[config.mk]
export PLATFORM = sky130hd
export DESIGN_NAME = game_input_conditioner
export DESIGN_NICKNAME = d
export VERILOG_FILES = /design/src/rtl/game_input_conditioner.sv
export SDC_FILE = /design/constraint.sdc
export NUM_CORES = 1
export LEC_CHECK = 0
export ABC_CLOCK_PERIOD_IN_PS = 5150
export CORE_AREA = 3 3 121 123
export CTS_CLUSTER_SIZE = 16
export DETAILED_ROUTE_END_ITERATION = 10
export DIE_AREA = 0 0 124 126
export PLACE_DENSITY = 0.54
export SKIP_CTS_REPAIR_TIMING = 1
export SLEW_MARGIN = 20
export SYNTH_ARGS = -nofsm -noshare
export SYNTH_HDL_FRONTEND = slang
export SYNTH_SLANG_ARGS = --single-unit
[constraint.sdc]
create_clock -name clk -period 5.15 [get_ports clk]
set_input_delay 1.2875 -clock clk [delete_from_list [all_inputs] [get_ports clk]]
set_output_delay 1.2875 -clock clk [all_outputs]
set_load 0.005 [all_outputs]
[src/rtl/game_input_conditioner.sv]
// Purpose: cleans raw left/right/fire buttons into debounced move levels and a rate-limited fire strobe.
// Latency: 2 sync + DEBOUNCE_CYCLES clks to a level change; fire_pulse one clk after the debounced rise.
// Backpressure: none; outputs are levels and a one-clk event consumed by the renderer.
module game_input_conditioner #(
  parameter int DEBOUNCE_CYCLES = 500000,
  parameter int REPEAT_CYCLES   = 12500000,
  parameter int CNT_W           = 24
) (
  input  logic       clk,
  input  logic       reset_n,
  input  logic       btn_left,
  input  logic       btn_right,
  input  logic       btn_fire,
  output logic       move_left,
  output logic       move_right,
  output logic       fire_pulse,
  output logic [2:0] btn_state
);

  localparam logic [CNT_W-1:0] DB_LAST = CNT_W'(DEBOUNCE_CYCLES - 1);
  localparam logic [CNT_W-1:0] RP_LAST = CNT_W'(REPEAT_CYCLES - 1);

  typedef enum logic [1:0] {
    IDLE = 2'd0,
    FIRE = 2'd1,
    HOLD = 2'd2
  } fire_state_t;

  // Bit order {fire,right,left} throughout so btn_state is just the debounced vector.
  logic [2:0]       raw;
  logic [2:0]       sync1;
  logic [2:0]       sync2;
  logic [2:0]       db;
  logic [CNT_W-1:0] db_cnt [3];

  fire_state_t      state;
  logic [CNT_W-1:0] rep_cnt;
  logic             fire_prev;

  assign raw = {btn_fire, btn_right, btn_left};

  // Two-flop synchronizer per raw button.
  always_ff @(posedge clk or negedge reset_n) begin
    if (!reset_n) begin
      sync1 <= '0;
      sync2 <= '0;
    end else begin
      sync1 <= raw;
      sync2 <= sync1;
    end
  end

  // Per-button debounce: any disagreement shorter than DEBOUNCE_CYCLES restarts the count.
  always_ff @(posedge clk or negedge reset_n) begin
    if (!reset_n) begin
      db <= '0;
      for (int i = 0; i < 3; i++) db_cnt[i] <= '0;
    end else begin
      for (int i = 0; i < 3; i++) begin
        if (sync2[i] == db[i]) begin
          db_cnt[i] <= '0;
        end else if (db_cnt[i] == DB_LAST) begin
          db[i]     <= sync2[i];
          db_cnt[i] <= '0;
        end else begin
          db_cnt[i] <= db_cnt[i] + 1'b1;
        end
      end
    end
  end

  // Fire FSM: a fresh debounced press fires at once, holding auto-repeats every REPEAT_CYCLES+1 clks.
  // fire_pulse is set on entry to FIRE, so it is high exactly while the FSM sits in FIRE.
  always_ff @(posedge clk or negedge reset_n) begin
    if (!reset_n) begin
      state      <= IDLE;
      rep_cnt    <= '0;
      fire_prev  <= 1'b0;
      fire_pulse <= 1'b0;
    end else begin
      fire_prev  <= db[2];
      fire_pulse <= 1'b0;
      case (state)
        IDLE: begin
          if (db[2] && !fire_prev) begin
            state      <= FIRE;
            fire_pulse <= 1'b1;
          end
        end
        FIRE: begin
          rep_cnt <= '0;
          state   <= HOLD;
        end
        HOLD: begin
          if (!db[2]) begin
            state <= IDLE;
          end else if (rep_cnt == RP_LAST) begin
            state      <= FIRE;
            fire_pulse <= 1'b1;
          end else begin
            rep_cnt <= rep_cnt + 1'b1;
          end
        end
        default: state <= IDLE;
      endcase
    end
  end

  // Opposing directions cancel so the ship never gets both at once.
  assign move_left  = db[0] & ~db[1];
  assign move_right = db[1] & ~db[0];
  assign btn_state  = db;

endmodule

==> Word level (Yosys, flattened, before mapping) <==
Cells that the tools add are included.
{ "totals": {"out_inout_bits": 6, "inputBits": 5, "elab_cells": 62, "register_bits": 109} }
{ "classes": {"n_eq_ne": 13, "muxes": 17, "bitwise_logic": 7, "add_sub_neg": 4, "reduce_logical": 9} }
{ "op_table": {"columns": ["op", "n"], "rows": [
  ["two-way mux 24 bit", 8],
  ["adder 24 x 1 -> 24 bit (second input constant)", 4],
  ["equality test 24 x 19 -> 1 bit (second input constant)", 3],
  ["one-hot mux 24 bit (2 select lines)", 1],
  ["equality test 24 bit (second input constant)", 1],
  ["AND reduction 2 bit", 4],
  ["two-way mux 2 bit", 3],
  ["inequality test 2 bit (second input constant)", 3],
  ["one-hot mux 2 bit (3 select lines)", 1],
  ["NOT 1 bit", 5],
  ["equality test 1 bit", 3],
  ["two-way mux 1 bit", 3],
  ["inequality test 3 bit (second input constant)", 1],
  ["AND reduction 3 bit", 1],
  ["bitwise AND 1 bit", 2],
  ["equality test 2 x 1 -> 1 bit (second input constant)", 1],
  ["equality test 2 bit (second input constant)", 1],
  ["logical NOT 2 bit", 1],
  ["one-hot mux 1 bit (2 select lines)", 1],
  ["nonzero test 2 bit", 1],
  ["logical AND 1 bit", 1],
  ["logical NOT 1 bit", 1]
]} }

==> Depth between registers and ports, before layout <==
{ "depth": {"word_depth": 4, "mapped_depth": 9, "ltp_nobuf": 6} }

==> Least setup slack after synthesis <==
OpenSTA, ideal clock, no wires.
{ "synth_timing": {"kind": "flip-flop to flip-flop", "from": "reg db_cnt[48] (netlist name)", "to": "reg db_cnt[63] (netlist name)", "path_slack_ns": 3.283, "required_ns": 5.029, "stages_incl_launch_ff": 10, "path_buffers": 3, "arrival_time_ns": 1.746, "setup_time_ns": 0.121, "period_less_slack_ns": 1.867, "path_cell_list": "dfrtp_1 -> ha_1 -> and4_2 -> clkbuf_1 -> nand2_1 -> nor3_1 -> or2_2 -> buf_2 -> buf_2 -> nor2_1"} }
{ "synth_via": {"elab_chain_len": 3, "elab_cells_between_ends": 4, "cone_classes": "add/sub (1); eq/ne (1); mux (2)"} }
{ "synth_lines": {"columns": ["item", "line_no", "source"], "rows": [
  ["from (decl)", "34", "logic [CNT_W-1:0] db_cnt [3];"],
  ["from (signal, indexed assignment)", "66", "db_cnt[i] <= db_cnt[i] + 1'b1;"],
  ["adder 24 x 1 -> 24 bit or equality test 24 x 19 -> 1 bit (tied branches)", "66, 62", null],
  ["two-way mux 24 bit *", "62", "end else if (db_cnt[i] == DB_LAST) begin"],
  ["two-way mux 24 bit *", "60", "if (sync2[i] == db[i]) begin"]
]} }
Every way passes the cells marked *; elsewhere a longest branch is shown, timed or not.
A chain may end at the register's enable or synchronous reset.

==> Final worst setup path <==
{ "layout_timing": {"from": "reg db[1] (netlist: btn_state[1])", "to": "out move_right"} }
{ "layout_via": {"elab_chain_len": 1} }
{ "layout_lines": {"columns": ["item", "line_no", "source"], "rows": [
  ["from (decl)", "33", "logic [2:0] db;"],
  ["from (signal, indexed assignment)", "63", "db[i] <= sync2[i];"],
  ["bitwise AND 1 bit", "111", "assign move_right = db[1] & ~db[0];"],
  ["to (decl)", "15", "output logic move_right,"]
]} }
Every way passes these cells.

==> summary.md <==
| Metric | Value |
|---|---|
| Slew Viols, Final | 0 |
| Dpl hpwl | 6973 microns |
| Most common cell in the synthesized netlist | dfrtp_1 |
| RR Endpoint | rep_cnt[1]$_DFFE_PN0P_ |
| DR iter-0 viols | 309 |
| Die Ht | 126 microns |
| Buffers & Inverters on Critical Path | 1 |
| Synth top cells by count | 109 x dfrtp_1, 92 x nor2_1, 58 x nand2_1 |
| Initial core utilization | 39.54% |
| TNS Setup | 0 ps |
| Final Hold Fails | 0 |
| Worst setup margin | 2456 ps |
| Residual DRC | 0 |
| Final worst-path cycle share | 52.32% |
| WL per Instance | 13.86 microns |
| Clock-pin slew on the worst setup and hold paths | 70 ps |
| Critical path startpoint | btn_state[1]$_DFFE_PN0P_ |
| Status | completed |
| Distinct cell type count after synthesis | 41 |
| Root Driver | clkbuf_16 |
| Placer congestion estimate | 0.7765 |
| Top FF cell, synth | dfrtp_1 |
| CP required | 3860 ps |
| Pwr dens | 265.9 nW/um^2 |
| Synth Register Bits | 109 |
| Slew @ Worst Pin | 928.8 ps |
| Largest area contributor in the netlist | dfrtp_1 |
| Leak | 2.414 nW |
| Worst Hold End | sync2[2]$_DFF_PN0_ |
| Critical Path Fanout Max | 5 |
| # IOs | 11 |
| DIE AREA | 15620 sq um |
| VDD IR max | 0.2042 mV |
| Post-synth EDFFs | 0 |
| Num Clock Sinks | 109 |
| Vias | 3978 |
| YS warnings | 0 |
| Final cell count without fillers | 760 |
| Post-synth top area share | 50.08% |
| Post-route minimum period | 2694 ps |
| Final setup violating endpoints | 0 |
| Worst path slowest cell | clkdlybuf4s50_1 |
| Worst-case reg-to-reg path depth | 6 |
| H-tree depth | 3 |
| Critical Path Source Type | flop |
| IO Port Bufs | 10 |
| DRT antenna net count | 0 |
| Synth area leaders | dfrtp_1 50%, xor2_1 7.6%, xnor2_1 6.6%, nor2_1 6.3%, nand2_1 4.0% |
| Final Power | 0.001589 W |
| P&R area growth vs syn | 9.717% |
| Core Rows | 43 |
| Avg Synthesized Cell Area | 9.472 sq um |
| CP arrival | 1410 ps |
| Num CTS Buffers | 9 |
| Largest net degree at the start of global routing | 74 |
| Via count of the first global-routing pass | 4031 |
| Cells after Synth | 575 |
| Drt first pass iters | 4 |
| RSZ-0062 raised after global routing | no |
| Filler cell count | 1370 |
| Placed cell count | 746 |
| Mapped Area | 5446 sq um |
| Async set-reset flop share out of synthesis | 100.0% |
| Worst-Skew Late Latency | 350 ps |
| CP top delay family | buffers and inverters |
| Final Skew | 6.143 ps |
| Register area share after synthesis | 50.08% |
| Initial antenna violation count | 0 |
| Vias/cell | 5.234 |
| Setup slack, reg-to-reg | 3020 ps |
| Min-delay worst type | reg2reg |
| Hold Path Cell Cnt | 0 |
| Gr ovfl total | 0 |
| FF-to-FF Start | rep_cnt[0]$_DFFE_PN0P_ |
| ANT cells | 0 |
| Share of layout cells above drive strength 1 | 4.655% |
| Max_slew headroom | 38.08% |
| Layout Nets | 586 |
| Max-cap viol count | 0 |
| DRT Wirelength | 10530 microns |
| Core ar. | 13770 sq um |
| Die W | 124 microns |
| WS Path Type | reg2out |
| Crit path largest cell delay | 500 ps |
| CP Capture Type | primary output |
| Worst path cell trace | nor2b_1, clkdlybuf4s50_1 |
| Mapped Nets | 584 |
| Fmax | 371.2 MHz |
| Place WS | 2538 ps |
| Tot GR Track Use | 15.07% |
| HP Start | sync1[2]$_DFF_PN0_ |
| First-pass GRT wire length | 19040 microns |
| CTS tree | built |
| CTS Buffer Depth | 2 |
cell families after synthesis:
| logic type | count (synthesis) | share of synthesized area (%) |
|---|---|---|
| flops | 109 | 50.08 |
| compound gates | 40 | 4.227 |
| buf+inv | 31 | 2.343 |
| xor+xnor | 88 | 14.15 |
| simple gates | 299 | 27.48 |
| fa+ha+maj | 4 | 0.9189 |
| mux | 4 | 0.8040 |
where the power goes:
group,leakage [nW],total (W),switching (W),internal (W)
Clock,0.139,0.000677,0.000292,0.000385
Sequential,1.50,0.000871,0.00000725,0.000864
Combinational,0.774,0.0000413,0.0000312,0.0000101
cell type report:
| cell class | instances | area (sq um) | share of cell area, % |
|---|---|---|---|
| clock buffer | 12 | 246.5 | 4.125 |
| clock inverter | 2 | 35.03 | 0.5863 |
| inverter | 10 | 37.54 | 0.6281 |
| multi-input combinational | 435 | 2591 | 43.36 |
| sequential | 109 | 2728 | 45.64 |
| tap | 180 | 225.2 | 3.769 |
| timing repair buffer | 12 | 112.6 | 1.884 |
per-layer routing:
metal	GRT usage [%]	vias to the layer above	part of all wire [%]
met1	20.74	1951	50
met2	23.48	47	46
met5	0	-	0
li1	-	1971	-
met4	4.059	0	0.91
met3	4.176	9	3.3
sequential cells by signal, summed over array words and instances, names as in the netlist:
name        count
sync1           3
state           2
db_cnt         72
rep_cnt        24
btn_state       3
sync2           3
fire_pulse      1
fire_prev       1
worst reg2reg max path: stages, from the launching register on:
cell	delay, ps
dfrtp_1	430
ha_1	240
and4_1	240
nand4_1	340
o21ai_1	430
mux2i_1	220
o21ai_0	90
worst max-delay path by stage:
stage	endpoint	cells after the start	slack [ps]
floorplan	db_cnt[63]$_DFF_PN0_	9	3280
global placement	db_cnt[66]$_DFF_PN0_	2	2590
detailed placement	db_cnt[66]$_DFF_PN0_	2	2540
CTS	move_left	2	2430
global route	move_left	2	2370
finish	move_right	2	2460
cells in the final DEF, fill, tap and decap left out, types with 3 or more instances in the layout:
cell / count
nand3_1: 35
clkbuf_16: 9
o211ai_1: 4
nor3b_1: 3
nor4_1: 14
xnor2_1: 41
and4_1: 7
nand4_1: 27
nor3_1: 20
and3_1: 19
mux2_2: 3
nand2_1: 58
buf_4: 3
xor2_1: 47
or2_2: 4
ha_1: 4
nor2b_1: 4
o21ai_0: 25
clkdlybuf4s50_1: 9
a21oi_1: 3
dfrtp_1: 109
inv_1: 10
nor2_1: 92
metrics by stage:
stage / area [sq um] / util (%) / hold slack (ps)
6_report: 5976 / 43.39 / 349.9
5_1_grt: 5976 / 43.39 / 360.0
4_1_cts: 5976 / 43.39 / 353.6
3_5_place_dp: 5694 / 41.34 / 337.9
3_3_place_gp: 5694 / 41.34 / 333.2
2_1_floorplan: 5446 / - / 331.2
Note: power is estimated with default switching activity, not from simulation.
